$ cat src/rtl/alu_exec_unit_if.sv
// alu_exec_unit_if: issue/result bundle between the ID/EX register, alu_exec_unit and the
// writeback mux.
//   flush                        abort any operation in flight
//   in_valid / in_ready          issue handshake
//   alu_op, funct3, funct7       operation select
//   op_a, op_b                   operands
//   out_valid / out_ready        result handshake
//   result, zero, illegal        registered result and flags
//   busy                         multi-cycle operation iterating
// Modports: master drives the operation and consumes the result; slave is the execute unit.

interface alu_exec_unit_if #(
  parameter int unsigned XLEN = 32
) ();

  logic            flush;
  logic            in_valid;
  logic            in_ready;
  logic [1:0]      alu_op;
  logic [2:0]      funct3;
  logic [6:0]      funct7;
  logic [XLEN-1:0] op_a;
  logic [XLEN-1:0] op_b;
  logic            out_valid;
  logic            out_ready;
  logic [XLEN-1:0] result;
  logic            zero;
  logic            illegal;
  logic            busy;

  modport master (
    output flush, in_valid, alu_op, funct3, funct7, op_a, op_b, out_ready,
    input  in_ready, out_valid, result, zero, illegal, busy
  );

  modport slave (
    input  flush, in_valid, alu_op, funct3, funct7, op_a, op_b, out_ready,
    output in_ready, out_valid, result, zero, illegal, busy
  );

endinterface

$ cat src/rtl/alu_exec_unit.sv
// alu_exec_unit: ALUOp/funct3/funct7 decode merged with a registered execute stage.
// Base operations complete one cycle after accept; the result is held until out_ready.
// Optional macro ALU_EXEC_MDU_EN adds RV32M-style mul/div (funct7 = 0000001) executed
// iteratively over XLEN cycles; without it that encoding decodes as illegal and busy is 0.
// Ports:
//   clk      rising-edge clock
//   rst_n    asynchronous active-low reset
//   bus      alu_exec_unit_if.slave (flush, issue handshake + operands, result handshake,
//            result/zero/illegal, busy)

module alu_exec_unit #(
  parameter int unsigned XLEN = 32,
  localparam int unsigned SHW = $clog2(XLEN)
) (
  input logic           clk,
  input logic           rst_n,
  alu_exec_unit_if.slave bus
);

  typedef enum logic [1:0] {StIdle, StExec, StDone} state_e;

  state_e          state_q, state_d;
  logic [XLEN-1:0] result_q, result_d;
  logic            zero_q, zero_d;
  logic            illegal_q, illegal_d;

  logic            in_ready;
  logic            accept;
  logic [SHW-1:0]  shamt;
  logic [XLEN-1:0] alu_res;
  logic [XLEN-1:0] sra_res;
  logic            dec_illegal;
  logic            dec_mdu;
  logic            mdu_last;
  logic [XLEN-1:0] mdu_res;

  assign in_ready = (state_q == StIdle) | ((state_q == StDone) & bus.out_ready);
  // flush wins over a simultaneous offer
  assign accept   = bus.in_valid & in_ready & ~bus.flush;
  assign shamt    = bus.op_b[SHW-1:0];
  // Kept as its own signal so the arithmetic shift is not turned logical by a mixed-sign
  // expression around it.
  assign sra_res  = $signed(bus.op_a) >>> shamt;

  // --------------------------------------------------------------------------
  // Decode and single-cycle datapath (illegal ops leave alu_res at zero)
  // --------------------------------------------------------------------------
  always_comb begin
    alu_res     = '0;
    dec_illegal = 1'b0;
    dec_mdu     = 1'b0;
    unique case (bus.alu_op)
      2'b00: alu_res = bus.op_a + bus.op_b;
      2'b01: alu_res = bus.op_a - bus.op_b;
      2'b11: alu_res = bus.op_b;
      default: begin
        if (bus.funct7 == 7'b0000000 || bus.funct7 == 7'b0100000) begin
          unique case (bus.funct3)
            3'b000: begin
              if (bus.funct7[5]) alu_res = bus.op_a - bus.op_b;
              else               alu_res = bus.op_a + bus.op_b;
            end
            3'b001: alu_res = bus.op_a << shamt;
            3'b010: alu_res = {{(XLEN-1){1'b0}}, $signed(bus.op_a) < $signed(bus.op_b)};
            3'b011: alu_res = {{(XLEN-1){1'b0}}, bus.op_a < bus.op_b};
            3'b100: alu_res = bus.op_a ^ bus.op_b;
            3'b101: begin
              if (bus.funct7[5]) alu_res = sra_res;
              else               alu_res = bus.op_a >> shamt;
            end
            3'b110: alu_res = bus.op_a | bus.op_b;
            3'b111: alu_res = bus.op_a & bus.op_b;
          endcase
        end
`ifdef ALU_EXEC_MDU_EN
        else if (bus.funct7 == 7'b0000001) begin
          dec_mdu = 1'b1;
        end
`endif
        else begin
          dec_illegal = 1'b1;
        end
      end
    endcase
  end

`ifdef ALU_EXEC_MDU_EN
  // --------------------------------------------------------------------------
  // Iterative multiply/divide on operand magnitudes, sign fixed up at the end.
  // Multiply: {acc, lo} is the shifting product, lo starts as the multiplier.
  // Divide:   acc is the partial remainder, lo shifts the dividend out and the
  //           quotient in.
  // --------------------------------------------------------------------------
  logic                mdu_load;
  logic [XLEN-1:0]     acc_q, lo_q, dvs_q;
  logic [SHW-1:0]      cnt_q;
  logic [2:0]          mf3_q;
  logic                neg_q;
  logic                div0_q;
  logic                sa, sb;
  logic [XLEN-1:0]     a_mag, b_mag;
  logic [XLEN:0]       sum, shifted, trial;
  logic [XLEN-1:0]     acc_n, lo_n;
  logic [2*XLEN-1:0]   prod, prod_s;

  assign sa    = bus.op_a[XLEN-1] & (bus.funct3 inside {3'b000, 3'b001, 3'b010, 3'b100, 3'b110});
  assign sb    = bus.op_b[XLEN-1] & (bus.funct3 inside {3'b000, 3'b001, 3'b100, 3'b110});
  assign a_mag = sa ? -bus.op_a : bus.op_a;
  assign b_mag = sb ? -bus.op_b : bus.op_b;

  always_comb begin
    sum     = {1'b0, acc_q} + (lo_q[0] ? {1'b0, dvs_q} : '0);
    shifted = {acc_q, lo_q[XLEN-1]};
    trial   = shifted - {1'b0, dvs_q};
    if (mf3_q[2]) begin
      // Restoring step: keep the difference only when it did not go negative.
      if (!trial[XLEN]) begin
        acc_n = trial[XLEN-1:0];
        lo_n  = {lo_q[XLEN-2:0], 1'b1};
      end else begin
        acc_n = shifted[XLEN-1:0];
        lo_n  = {lo_q[XLEN-2:0], 1'b0};
      end
    end else begin
      acc_n = sum[XLEN:1];
      lo_n  = {sum[0], lo_q[XLEN-1:1]};
    end
  end

  assign prod     = {acc_n, lo_n};
  assign prod_s   = neg_q ? -prod : prod;
  assign mdu_last = (cnt_q == SHW'(XLEN - 1));

  always_comb begin
    mdu_res = '0;
    unique case (mf3_q)
      3'b000:                 mdu_res = prod_s[XLEN-1:0];
      3'b001, 3'b010, 3'b011: mdu_res = prod_s[2*XLEN-1:XLEN];
      3'b100, 3'b101: begin
        if (div0_q)     mdu_res = '1;
        else if (neg_q) mdu_res = -lo_n;
        else            mdu_res = lo_n;
      end
      default: mdu_res = neg_q ? -acc_n : acc_n;
    endcase
  end

  always_ff @(posedge clk or negedge rst_n) begin
    if (!rst_n) begin
      acc_q  <= '0;
      lo_q   <= '0;
      dvs_q  <= '0;
      cnt_q  <= '0;
      mf3_q  <= '0;
      neg_q  <= 1'b0;
      div0_q <= 1'b0;
    end else if (mdu_load) begin
      acc_q  <= '0;
      lo_q   <= bus.funct3[2] ? a_mag : b_mag;
      dvs_q  <= bus.funct3[2] ? b_mag : a_mag;
      cnt_q  <= '0;
      mf3_q  <= bus.funct3;
      // Remainder takes the dividend's sign; product/quotient take the XOR.
      neg_q  <= (bus.funct3[2] & bus.funct3[1]) ? sa : (sa ^ sb);
      // Only the quotient needs an override; the remainder falls out as op_a.
      div0_q <= bus.funct3[2] & ~bus.funct3[1] & (bus.op_b == '0);
    end else if (state_q == StExec) begin
      acc_q  <= acc_n;
      lo_q   <= lo_n;
      cnt_q  <= cnt_q + SHW'(1);
    end
  end

  assign bus.busy = (state_q == StExec);
`else
  assign mdu_last = 1'b0;
  assign mdu_res  = '0;
  assign bus.busy = 1'b0;
`endif

  // --------------------------------------------------------------------------
  // Control FSM
  // --------------------------------------------------------------------------
  always_comb begin
    state_d   = state_q;
    result_d  = result_q;
    zero_d    = zero_q;
    illegal_d = illegal_q;
`ifdef ALU_EXEC_MDU_EN
    mdu_load  = 1'b0;
`endif
    if (bus.flush) begin
      state_d = StIdle;
    end else begin
      unique case (state_q)
        StIdle, StDone: begin
          if (accept) begin
            if (dec_mdu) begin
              state_d  = StExec;
`ifdef ALU_EXEC_MDU_EN
              mdu_load = 1'b1;
`endif
            end else begin
              state_d   = StDone;
              result_d  = alu_res;
              zero_d    = (alu_res == '0);
              illegal_d = dec_illegal;
            end
          end else if ((state_q == StDone) && bus.out_ready) begin
            state_d = StIdle;
          end
        end
        StExec: begin
          if (mdu_last) begin
            state_d   = StDone;
            result_d  = mdu_res;
            zero_d    = (mdu_res == '0);
            illegal_d = 1'b0;
          end
        end
        default: state_d = StIdle;
      endcase
    end
  end

  always_ff @(posedge clk or negedge rst_n) begin
    if (!rst_n) begin
      state_q   <= StIdle;
      result_q  <= '0;
      zero_q    <= 1'b0;
      illegal_q <= 1'b0;
    end else begin
      state_q   <= state_d;
      result_q  <= result_d;
      zero_q    <= zero_d;
      illegal_q <= illegal_d;
    end
  end

  assign bus.in_ready  = in_ready;
  assign bus.out_valid = (state_q == StDone);
  assign bus.result    = result_q;
  assign bus.zero      = zero_q;
  assign bus.illegal   = illegal_q;

endmodule

$ cat src/flat_wrapper.sv
// flat-port wrapper written by rule: the top's interface ports become plain ports
module alu_exec_unit_flat 
#(
  parameter int unsigned XLEN = 32,
  localparam int unsigned SHW = $clog2(XLEN)
)
  (clk, rst_n, bus_flush, bus_in_valid, bus_alu_op, bus_funct3, bus_funct7, bus_op_a, bus_op_b, bus_out_ready, bus_in_ready, bus_out_valid, bus_result, bus_zero, bus_illegal, bus_busy);
  alu_exec_unit_if #(.XLEN(XLEN)) bus_i ();
  input logic clk;
  input logic rst_n;
  input wire logic [$bits(bus_i.flush)-1:0] bus_flush;
  input wire logic [$bits(bus_i.in_valid)-1:0] bus_in_valid;
  input wire logic [$bits(bus_i.alu_op)-1:0] bus_alu_op;
  input wire logic [$bits(bus_i.funct3)-1:0] bus_funct3;
  input wire logic [$bits(bus_i.funct7)-1:0] bus_funct7;
  input wire logic [$bits(bus_i.op_a)-1:0] bus_op_a;
  input wire logic [$bits(bus_i.op_b)-1:0] bus_op_b;
  input wire logic [$bits(bus_i.out_ready)-1:0] bus_out_ready;
  output wire logic [$bits(bus_i.in_ready)-1:0] bus_in_ready;
  output wire logic [$bits(bus_i.out_valid)-1:0] bus_out_valid;
  output wire logic [$bits(bus_i.result)-1:0] bus_result;
  output wire logic [$bits(bus_i.zero)-1:0] bus_zero;
  output wire logic [$bits(bus_i.illegal)-1:0] bus_illegal;
  output wire logic [$bits(bus_i.busy)-1:0] bus_busy;
  assign bus_i.flush = bus_flush;
  assign bus_i.in_valid = bus_in_valid;
  assign bus_i.alu_op = bus_alu_op;
  assign bus_i.funct3 = bus_funct3;
  assign bus_i.funct7 = bus_funct7;
  assign bus_i.op_a = bus_op_a;
  assign bus_i.op_b = bus_op_b;
  assign bus_i.out_ready = bus_out_ready;
  assign bus_in_ready = bus_i.in_ready;
  assign bus_out_valid = bus_i.out_valid;
  assign bus_result = bus_i.result;
  assign bus_zero = bus_i.zero;
  assign bus_illegal = bus_i.illegal;
  assign bus_busy = bus_i.busy;
  alu_exec_unit #(.XLEN(XLEN)) u_core (.clk(clk), .rst_n(rst_n), .bus(bus_i));
endmodule
$ cat config.mk
export PLATFORM = sky130hd
export DESIGN_NAME = alu_exec_unit_flat
export DESIGN_NICKNAME = d
export VERILOG_FILES = /design/src/rtl/alu_exec_unit_if.sv /design/src/rtl/alu_exec_unit.sv /design/src/flat_wrapper.sv
export SDC_FILE = /design/constraint.sdc
export NUM_CORES = 1
export LEC_CHECK = 0
export ABC_CLOCK_PERIOD_IN_PS = 2500
export CORE_MARGIN = 4
export CORE_UTILIZATION = 65
export CTS_CLUSTER_DIAMETER = 120
export DETAILED_ROUTE_END_ITERATION = 7
export PLACE_DENSITY = 0.91
export SLEW_MARGIN = 25
export SYNTH_ARGS = -nofsm -noshare
export SYNTH_HDL_FRONTEND = slang
export SYNTH_SLANG_ARGS = --single-unit
$ cat constraint.sdc
create_clock -name clk -period 2.5 [get_ports clk]
set_input_delay 0.5 -clock clk [delete_from_list [all_inputs] [get_ports clk]]
set_output_delay 0.5 -clock clk [all_outputs]
set_load 0.03 [all_outputs]
==> results of run 1 <==
[Yosys cell counts, drive strengths merged, types with 18 or more instances]
cell type,number
mux2,29
o21ai,140
nor2b,28
nand4,19
nor4,18
a31oi,36
nand3,35
o22ai,28
a21oi,146
o31ai,26
nor3,46
mux4,37
clkbuf,101
nand2,206
buf,54
xnor2,35
a211oi,18
dfrtp,35
mux2i,87
nor2,202
a221oi,21
inv,97
o211ai,41
ha,97
[per-stage QoR]
step / std cells / setup WS, ns / hold WS, ns / TNS, ns
after floorplan: 1879 / -0.928 / 0.204 / -13.06
after global placement: 2785 / -2.46 / 0.454 / -39.97
[cells by family after synthesis]
kind of cell,after synthesis,share of synthesized area
buffers and inverters,254,0.0838
flip-flops,35,0.0673
AND/OR/NAND/NOR,646,0.230
AO/OA/AOI/OAI,648,0.337
adder cells (fa/ha/maj),99,0.0964
XOR/XNOR,43,0.0289
multiplexers,153,0.156
other,1,0.000288
==> results.sh, run 1 <==
export IMPL_status="aborted with a tool error"
export IMPL_lastStage="detailed placement"
export IMPL_error_line="[ERROR DPL-0033] detailed placement checks failed during check placement."
export IMPL_port_buffers=116
export IMPL_place_congestion=1.34
export IMPL_die_w_um=149
export IMPL_synth_top_area_frac=0.0933
export IMPL_ys_warn_count=0
export IMPL_syn_cell_area_sq_um=13000
export IMPL_start_util=0.664
export IMPL_async_reset_ff_frac=1.00
export IMPL_ys_ff_latch=35
export IMPL_syn_nets=2059
export IMPL_syn_avg_cell_area_sq_um=6.92
export IMPL_seq_area_frac_synth=0.0673
export IMPL_synthFlopType="dfrtp_1"
export IMPL_io_pins=118
export IMPL_dp_hpwl_um=73600
export IMPL_synth_top_cell_by_area="ha_1"
export IMPL_die_h_um=149
export IMPL_std_cell_rows=51
export IMPL_synthCells=1879
export IMPL_synthTopCellsByArea="ha_1, dfrtp_1, mux2i_1"
export IMPL_synth_edf_count=0
export IMPL_synth_distinct_cells=94
==> run 2: changes to the inputs <==
Settings changed: CORE_UTILIZATION 65 to 40, CTS_CLUSTER_DIAMETER 120 to unset, PLACE_DENSITY 0.91 to unset, PLACE_DENSITY_LB_ADDON set to 0.15.
==> run 2 against run 1 <==
The flow now finishes, with violations (negative setup slack). Synthesized area unchanged. Synthesized cell count is the same.
==> results.sh, run 2 <==
export IMPL_status="complete, but fails checks"
export IMPL_violations="negative setup slack"
export IMPL_crit_arrival_ns=3.92
export IMPL_synthCells=1879
export IMPL_core_sq_um=31800
export IMPL_clk_pin_slew_ns=0.06
export IMPL_finalCritPeriodShare=1.48
export IMPL_wl_met1_um=32500
export IMPL_antenna_found_initial=0
export IMPL_critical_path_max_fanout=21
export IMPL_reg2reg_from="u_core.state_q[1]"
export IMPL_syn_cell_area_sq_um=13000
export IMPL_path_class="in2reg"
export IMPL_nets=2968
export IMPL_wl_met2_um=37800
export IMPL_required_ns=2.72
export IMPL_async_reset_ff_frac=1.00
export IMPL_grt_max_degree=43
export IMPL_final_cell_mix="buf_4, nand2_1, nor2_1, buf_6, a21oi_1"
export IMPL_synth_top_area_frac=0.0933
export IMPL_fmax_ghz=0.270
export IMPL_synth_edf_count=0
export IMPL_port_buffers=116
export IMPL_setup_worst_path_end_class="flop"
export IMPL_root_buffer="clkbuf_16"
export IMPL_dpl_cell_area_sq_um=20400
export IMPL_dp_hpwl_um=67000
export IMPL_final_common_cell="buf_4"
export IMPL_first_pass_iters=6
export IMPL_finalMaxSlewViolations=0
export IMPL_ir_worst_vdd_v=0.000405
export IMPL_drtIter0Drc=3218
export IMPL_globalRoute_totalOverflow=0
export IMPL_fin_skew_ns=0.00506
export IMPL_grtUsageTotal=0.472
export IMPL_std_cell_rows=65
export IMPL_synth_most_common_cell="nand2_1"
export IMPL_cts_sinks=35
export IMPL_synthTopCellsByArea="ha_1, dfrtp_1, mux2i_1"
export IMPL_fillers=2207
export IMPL_grt_pass1_vias=20719
export IMPL_layout_setup_ws_ns=-1.20
export IMPL_seq_area_frac_synth=0.0673
export IMPL_synth_distinct_cells=94
export IMPL_cts_max_level=2
export IMPL_yosys_area_share_simple=0.230
export IMPL_dr_wl_met3_um=11400
export IMPL_ys_ff_latch=35
export IMPL_worst_slew_pin_slew_ns=0.834
export IMPL_synth_fa_ha_area_frac=0.0964
export IMPL_synth_compound_area_frac=0.337
export IMPL_period_minus_slack_ns=3.70
export IMPL_setup_violations=33
export IMPL_drv_cap=0
export IMPL_final_cell_count_no_fill=3226
export IMPL_largest_reg_flops=32
export IMPL_cts_made_buffers=5
export IMPL_start_util=0.409
export IMPL_top_layer="met4"
export IMPL_die_w_um=188
export IMPL_hp_class="in2async"
export IMPL_die_h_um=188
export IMPL_crit_path_start_kind="input port"
export IMPL_synth_top_family_by_area="compound AO/OA/AOI/OAI gates"
export IMPL_place_congestion=1.14
export IMPL_tritoncts="done"
export IMPL_hold_viol=0
export IMPL_cts_buffer_depth=2
export IMPL_power_density_nw_per_um2=323
export IMPL_dp_cells=3061
export IMPL_finalWirelength_um=91000
export IMPL_max_slew_margin_rel=0.444
export IMPL_leakage_uw=0.0110
export IMPL_synth_top_cell_by_area="ha_1"
export IMPL_vias_per_cell=6.60
export IMPL_dieArea_sq_um=35500
export IMPL_startpoint="bus_op_b[1]"
export IMPL_syn_nets=2059
export IMPL_synthFlopType="dfrtp_1"
export IMPL_synth_commonest_cells="nand2_1, nor2_1, a21oi_1"
export IMPL_design_area_sq_um=24900
export IMPL_synth_mux_area_frac=0.156
export IMPL_wl_per_cell_um=28.2
export IMPL_ys_warn_count=0
export IMPL_io_pins=118
export IMPL_detail_route_antenna_nets=0
export IMPL_rsz0062_at_grt="yes"
export IMPL_grt_pass1_wl_um=129000
export IMPL_areaGrowthSynthToFinish_pct=91.4
export IMPL_synth_xor_area_frac=0.0289
export IMPL_clock_latency_ns=0.29
export IMPL_syn_avg_cell_area_sq_um=6.92
export IMPL_via_count=21301
export IMPL_drive_gt1_frac=0.539
export IMPL_drc=0
export IMPL_dp_slack_ns=-2.77
export IMPL_finish_utilization=0.783
## run 2: kinds of logic after synthesis
family          count (synthesis)
compound gates                648
mux                           153
fa+ha+maj                      99
other cells                     1
simple gates                  646
buf+inv                       254
xor+xnor                       43
flops                          35
## run 2: cell type report
| cell class | count | area (sq um) | area share |
|---|---|---|---|
| clock inverters | 1 | 8.76 | 0.000352 |
| clock buffers | 7 | 143 | 0.00573 |
| repair buffers | 1057 | 9040 | 0.363 |
| well taps | 435 | 544 | 0.0219 |
| inverters | 99 | 433 | 0.0174 |
| multi-input cells | 1590 | 13900 | 0.556 |
| diodes | 2 | 5.00 | 0.000201 |
| flip-flops and latches | 35 | 876 | 0.0352 |
## run 2: where the power goes
group,switching [uW],internal (uW)
registers,57.4,672
clock network,249,399
logic,3560,3110
## run 2: layer usage
layer,GRT usage,vias to the layer above
met1,0.587,9892
met2,0.717,1908
li1,-,8872
met3,0.120,629
met4,0.328,0
met5,0,-
## run 2: final timing paths
path,endpoint,slack [ns],cells after the start
max in group asynchronous,u_core.bus.result[21],1.66,1
worst max register to register,u_core.bus.zero,0.42,10
worst min register to register,u_core.bus.result[15],0.48,2
min in group clk,u_core.bus.result[15],0.48,2
worst min-delay path,u_core.bus.result[1],0.31,1
worst max-delay path,u_core.bus.zero,-1.20,16
## run 2: worst max-delay path: stages
cell and delay (ns):
clkbuf_4 0.18, buf_12 0.18, buf_12 0.17, nor4_1 0.33, buf_4 0.17, mux2i_1 0.08
a31oi_1 0.35, o22a_1 0.22, nand3_1 0.29, a31oi_1 0.30, o211a_1 0.24, nand4_1 0.19
nor4_4 0.30, buf_4 0.16, nand4_1 0.09, o21ai_1 0.13
## run 2: metrics by stage
stage / TNS, ns / power (uW) / hold slack [ns]
6_report: -18.34 / 8050 / 0.314
5_1_grt: -19.47 / 8300 / 0.388
4_1_cts: -13.40 / 7440 / 0.332
3_5_place_dp: -43.05 / 5840 / 0.459
3_3_place_gp: -43.68 / 5780 / 0.450
2_1_floorplan: -13.06 / 3160 / 0.204
## run 2: repair_timing
action                     CTS  global route
hold buffers                 0             0
buffers inserted           130            54
pin swaps                  214           122
setup endpoints to repair   33            33
gates cloned                 2             0
resized for setup          783           150
(Power assumes the default switching activity.)
